### src/rtl/icache_pkg.sv
// Shared types and size helpers for the instruction-cache refill path.
package icache_pkg;

    typedef enum logic [1:0] {
        IDLE,
        REQ,
        FILL,
        DONE
    } refill_state_t;

    localparam int DEF_B      = 64;
    localparam int DEF_BEAT_W = 64;
    localparam int DEF_CNT_W  = 32;

    // Number of byte-offset bits stripped from a fetch address to block-align it.
    function automatic int block_bits(input int b);
        return $clog2(b);
    endfunction

    function automatic int rep_cycles(input int b, input int beat_w);
        return (b * 8) / beat_w;
    endfunction

    // One extra bit so the counter can hold the full beat count, not just count-1.
    function automatic int beat_cnt_w(input int b, input int beat_w);
        return $clog2(rep_cycles(b, beat_w)) + 1;
    endfunction

endpackage

### src/rtl/icache_refill_ctrl_sat_counter.sv
// Saturating up-counter for performance statistics; holds at all-ones.
module sat_counter #(
    parameter int W = 32
) (
    input  logic         clk,
    input  logic         reset,
    input  logic         inc_i,
    output logic [W-1:0] count_o
);

    logic [W-1:0] count_q;
    logic [W-1:0] count_d;

    always_comb begin
        count_d = count_q;
        if (inc_i && (count_q != '1)) begin
            count_d = count_q + W'(1);
        end
    end

    // NOTE: state registers use non-blocking assignments so every flop samples pre-edge values.
    always_ff @(posedge clk or posedge reset) begin
        if (reset) begin
            count_q <= '0;
        end else begin
            count_q <= count_d;
        end
    end

    assign count_o = count_q;

endmodule

### src/rtl/icache_refill_ctrl.sv
// Miss-driven line refill sequencer: block-aligned memory read, beat streaming
// into icache_l1 over RepReady/RepWord, and fetch stall until the line is in.
module icache_refill_ctrl
    import icache_pkg::*;
#(
    parameter int B      = DEF_B,
    parameter int BEAT_W = DEF_BEAT_W,
    parameter int CNT_W  = DEF_CNT_W
) (
    input  logic             clk,
    input  logic             reset,
    input  logic             L1IMiss,
    input  logic [31:0]      Address,
    input  logic [1:0]       PCSrcReg,
    input  logic             CacheRepActive,
    output logic             MemReq,
    output logic [31:0]      MemAddr,
    input  logic             MemGnt,
    input  logic             MemValid,
    input  logic [63:0]      MemData,
    output logic             RepReady,
    output logic [63:0]      RepWord,
    output logic             StallF,
    output logic             RefillDone,
    output logic [CNT_W-1:0] RefillCount
);

    localparam int LB         = block_bits(B);
    localparam int REP_CYCLES = rep_cycles(B, BEAT_W);
    localparam int BCW        = beat_cnt_w(B, BEAT_W);

    refill_state_t state_q, state_d;
    logic [BCW-1:0] beat_cnt_q, beat_cnt_d;
    logic [31:0]    mem_addr_q, mem_addr_d;
    logic           rep_ready_q, rep_ready_d;
    logic [63:0]    rep_word_q, rep_word_d;

    logic           miss_take;
    logic           unused_addr_bits;

    assign miss_take        = L1IMiss && (PCSrcReg == 2'b00);
    assign unused_addr_bits = ^Address[LB-1:0];

    // NOTE: every always_comb output gets a default first so no path infers a latch.
    always_comb begin
        state_d     = state_q;
        beat_cnt_d  = beat_cnt_q;
        mem_addr_d  = mem_addr_q;
        rep_ready_d = 1'b0;
        rep_word_d  = rep_word_q;
        case (state_q)
            IDLE: begin
                if (miss_take) begin
                    mem_addr_d = {Address[31:LB], {LB{1'b0}}};
                    state_d    = REQ;
                end
            end
            REQ: begin
                // A grant wins over a same-cycle redirect: memory has committed to the beats.
                if (MemGnt) begin
                    state_d    = FILL;
                    beat_cnt_d = '0;
                end else if (PCSrcReg != 2'b00) begin
                    state_d = IDLE;
                end
            end
            FILL: begin
                if (MemValid) begin
                    rep_ready_d = 1'b1;
                    rep_word_d  = MemData;
                    beat_cnt_d  = beat_cnt_q + BCW'(1);
                    if (beat_cnt_q == BCW'(REP_CYCLES - 1)) begin
                        state_d = DONE;
                    end
                end
            end
            DONE: begin
                state_d = IDLE;
            end
            default: begin
                state_d = IDLE;
            end
        endcase
    end

    always_ff @(posedge clk or posedge reset) begin
        if (reset) begin
            state_q     <= IDLE;
            beat_cnt_q  <= '0;
            mem_addr_q  <= '0;
            rep_ready_q <= 1'b0;
            rep_word_q  <= '0;
        end else begin
            state_q     <= state_d;
            beat_cnt_q  <= beat_cnt_d;
            mem_addr_q  <= mem_addr_d;
            rep_ready_q <= rep_ready_d;
            rep_word_q  <= rep_word_d;
        end
    end

    sat_counter #(
        .W(CNT_W)
    ) u_refill_cnt (
        .clk    (clk),
        .reset  (reset),
        .inc_i  (state_q == DONE),
        .count_o(RefillCount)
    );

    assign MemReq     = (state_q == REQ);
    assign MemAddr    = mem_addr_q;
    assign RepReady   = rep_ready_q;
    assign RepWord    = rep_word_q;
    assign RefillDone = (state_q == DONE);
    // Stall asserts in the miss cycle itself so fetch never advances past the missing line.
    assign StallF     = !reset && ((state_q != IDLE) || miss_take);

    a_rep_active_idle: assert property (@(posedge clk) disable iff (reset)
        !((state_q == IDLE) && CacheRepActive && !rep_ready_q));

    a_valid_in_fill: assert property (@(posedge clk) disable iff (reset)
        MemValid |-> (state_q == FILL));

    a_beat_bound: assert property (@(posedge clk) disable iff (reset)
        beat_cnt_q <= BCW'(REP_CYCLES));

endmodule
### config.mk
export PLATFORM = sky130hd
export DESIGN_NAME = icache_refill_ctrl
export DESIGN_NICKNAME = d
export VERILOG_FILES = /design/src/rtl/icache_pkg.sv /design/src/rtl/icache_refill_ctrl_sat_counter.sv /design/src/rtl/icache_refill_ctrl.sv
export SDC_FILE = /design/constraint.sdc
export NUM_CORES = 1
export LEC_CHECK = 0
export BUFFER_PORTS_ARGS = -buffer_cell sky130_fd_sc_hd__buf_2
export CAP_MARGIN = 10
export CELL_PAD_IN_SITES_DETAIL_PLACEMENT = 1
export CELL_PAD_IN_SITES_GLOBAL_PLACEMENT = 1
export CORE_MARGIN = 5
export CORE_UTILIZATION = 35
export CTS_CLUSTER_SIZE = 40
export DETAILED_ROUTE_END_ITERATION = 6
export PLACE_DENSITY_LB_ADDON = 0.1
export SYNTH_ARGS = -nofsm -noshare
export SYNTH_HDL_FRONTEND = slang
export SYNTH_SLANG_ARGS = --single-unit
export TNS_END_PERCENT = 50
### constraint.sdc
create_clock -name clk -period 4 [get_ports clk]
set_input_delay 0.2 -clock clk [delete_from_list [all_inputs] [get_ports clk]]
set_output_delay 0.2 -clock clk [all_outputs]
set_load 0.02 [all_outputs]
==> metrics <==
status finished clean; Synth async-reset ratio 100%; CP Buf/Inv Count 0; Synth Register Bits 129; final wirelength 16.3 mm; Worst-path clk slew 60 ps; final hold slack 24.0 ps; top cell type's share of synthesized area 60.1%; Initial Utilization 35.5%; clock latency at the later pin of the worst-skew pair 410 ps; CTS tree built; Post-synth EDFFs 0; CP delay by family, top simple AND/OR/NAND/NOR gates; Avg Inst Size Synth 10.3 µm²; Worst-Margin Slew 1160 ps; # IOs 236; RSZ-0062 raised after global routing false; GPL Wtd Cong 0.718; Synth top cells by count 206 x nand2_1, 129 x dfrtp_1, 28 x mux2_2, 21 x xor2_1, 16 x clkbuf_1; period utilisation layout 56.1%; Hold Fails Final Rpt 0; Max Cap Violations 0; final worst slack 1750 ps; count leader, synth nand2_1; htree depth 4; Finished Layout Cells 1,012; post-synthesis cell count 523; part of the power in the clock network 26.4%; CTS buffer count 17; maximum buffer depth of the clock tree 2; core area 0.0151 mm²; DRC Markers 0; area of the die 0.0179 mm²; hpwl dp 10.8 mm; die height 134 µm; Critical Path Sink Type flop; die width 134 µm; Post-Place Cells 912; largest net degree at the start of global routing 75; # nets final 916; Pwr Density 684 mW/mm²; Slew HR 22.8%; post-synth cell types 43; Final setup viols 0; wire per inst 16.1 µm; post-place setup slack 1620 ps; Net Sw Frac 38.1%; Max IR drop VDD 369 µV; CTS root buf clkbuf_16; slowest CP cell and3_1; Int Power 3330 µW; CTS Sinks 129; Synth area leaders dfrtp_1 60%, nand2_1 14%, mux2_2 5.9%; CP peak stage delay 460 ps; Seq/Total Area, Yosys 60.1%; layout cells sized above 1 35.8%; row count 45; Cell Chain, Critical Path ha_1, and4_1, and3_1, and3_1, nor2_1, mux2_2; CTS resizes 0; Slew Limit Fails 0; most used cell, CP and3_1; net switching power 2050 µW; initial antenna violation count 1; Arr. time, crit path 2530 ps; vias in the first global route 5,343; Vias/cell 4.72; global route overflow 0; vias 4,779; startpoint types flop; FMAX 445 MHz; GRT Resource Usage Total 18.8%; Critical Path RT 4290 ps; Syn. warnings 0; Detail Route Antenna Nets 0; setup_tns 0 ps; Reg power frac 38.0%; DR pass1 iterations 4; first-pass GRT wire length 27.0 mm; port buffer count 222; Leakage 0.00429 µW; Yosys top cell by area dfrtp_1; Design Power 5380 µW; Tmin final 2250 ps; initial DRC count 99; Layout area overhead 46.2%; Setup Skew 7.64 ps; Synth Cell Area 0.00537 mm²; worst hold path class in -> reg; combinational share of power 35.6%; ys flop type dfrtp_1; worst-path maximum fanout 11; Setup Crit Path Kind reg -> reg
## worst reg2reg max path: stages (launching register included)
cell and delay, ps:
dfrtp_1 440, ha_1 230, and4_1 350, and3_1 220, and3_1 460, nor2_1 140
mux2_2 300
## power by group through the flow
stage / sequential [µW] / combinational [µW] / clock [µW]
4_1_cts: 2040 / 1930 / 1460
2_1_floorplan: 2600 / 591 / 0
5_1_grt: 2110 / 2100 / 1520
3_5_place_dp: 2050 / 1880 / 0
6_report: 2040 / 1910 / 1420
3_3_place_gp: 2020 / 1830 / 0
## registers in the layout (all words and copies together) (netlist names), named ones only
register / cells
MemAddr: 26
RepReady: 1
RepWord: 64
beat_cnt_q: 4
state_q: 1
u_refill_cnt.count_o: 32
## final cells by class
cell class,count,area [µm²]
fill,1734,7290
sequential,129,3230
multi-input combinational,366,2010
timing repair buffer,291,1830
clock buffer,25,475
tap,188,235
clock inverter,6,57.6
inverter,5,21.3
antenna,2,5.00
## kinds of logic (layout without fill, tap and decap cells)
| family | count (synthesis) | after routing | synth area share, % |
|---|---|---|---|
| AOI/OAI and AO/OA | 13 | 13 | 1.44 |
| xor gates and xnor gates | 30 | 30 | 4.89 |
| adders and majority gates | 2 | 2 | 0.466 |
| DFF | 129 | 129 | 60.1 |
| and+or+nand+nor | 286 | 286 | 24.1 |
| buffers and inverters | 33 | 327 | 2.91 |
| other | 1 | 8 | 0.0698 |
| muxes | 29 | 29 | 6.06 |
## cell usage in the layout (no fill, tap or decap), drive strengths merged
master / instances
nor4: 4
a311oi: 1
and2: 2
or2: 1
buf: 225
nand4: 10
xnor2: 9
or4: 1
nor4b: 3
clkbuf: 25
a211oi: 2
conb: 6
nor2b: 1
dfrtp: 129
nand2: 208
nor3: 10
o311ai: 1
and2b: 1
inv: 5
diode: 2
and4: 6
dlygate4sd3: 66
mux2i: 1
or3: 2
bufinv: 1
mux2: 28
clkinvlp: 1
and3: 9
nand3: 12
clkinv: 4
ha: 2
a21oi: 9
nand3b: 4
nor2: 12
xor2: 21
## per-layer routing
metal,global-route usage [%],routed length (µm),up-vias
met1,21.0,6300,2341
li1,-,-,2271
met2,32.8,8470,144
met5,0,0,-
met4,7.43,347,0
met3,6.75,1220,23
## path summary, 6_finish.rpt
check | slack [ps] | cells after the start | start | endpoint
worst min register to register | 470 | 2 | RepWord[56]$_DFFE_PP0P_ | RepWord[56]$_DFFE_PP0P_
worst min-delay path | 20 | 2 | Address[24] | MemAddr[24]$_DFFE_PP0P_
max in group asynchronous | 2630 | 4 | reset | RepWord[34]$_DFFE_PP0P_
worst max-delay path | 1750 | 6 | u_refill_cnt.count_o[0]$_DFFE_PP0P_ | u_refill_cnt.count_o[1]$_DFFE_PP0P_
min in group asynchronous | 500 | 3 | reset | u_refill_cnt.count_o[26]$_DFFE_PP0P_
worst max register to register | 1750 | 6 | u_refill_cnt.count_o[0]$_DFFE_PP0P_ | u_refill_cnt.count_o[1]$_DFFE_PP0P_
## stage by stage
| step | cell area (µm²) | util [%] |
|---|---|---|
| after global placement | 6630 | 43.8 |
| after detailed placement | 6630 | 43.8 |
| final | 7860 | 51.9 |
| after floorplan | 5390 | - |
| after CTS | 7820 | 51.6 |
| after global routing | 7850 | 51.8 |
## what timing repair did
item                                    in CTS  in global routing
hold endpoints to repair                   120                  0
hold buffers                                66                  0
buffers inserted                             0                  0
endpoints found under the setup margin       0                  0
Power figures use the tool's default switching activity.
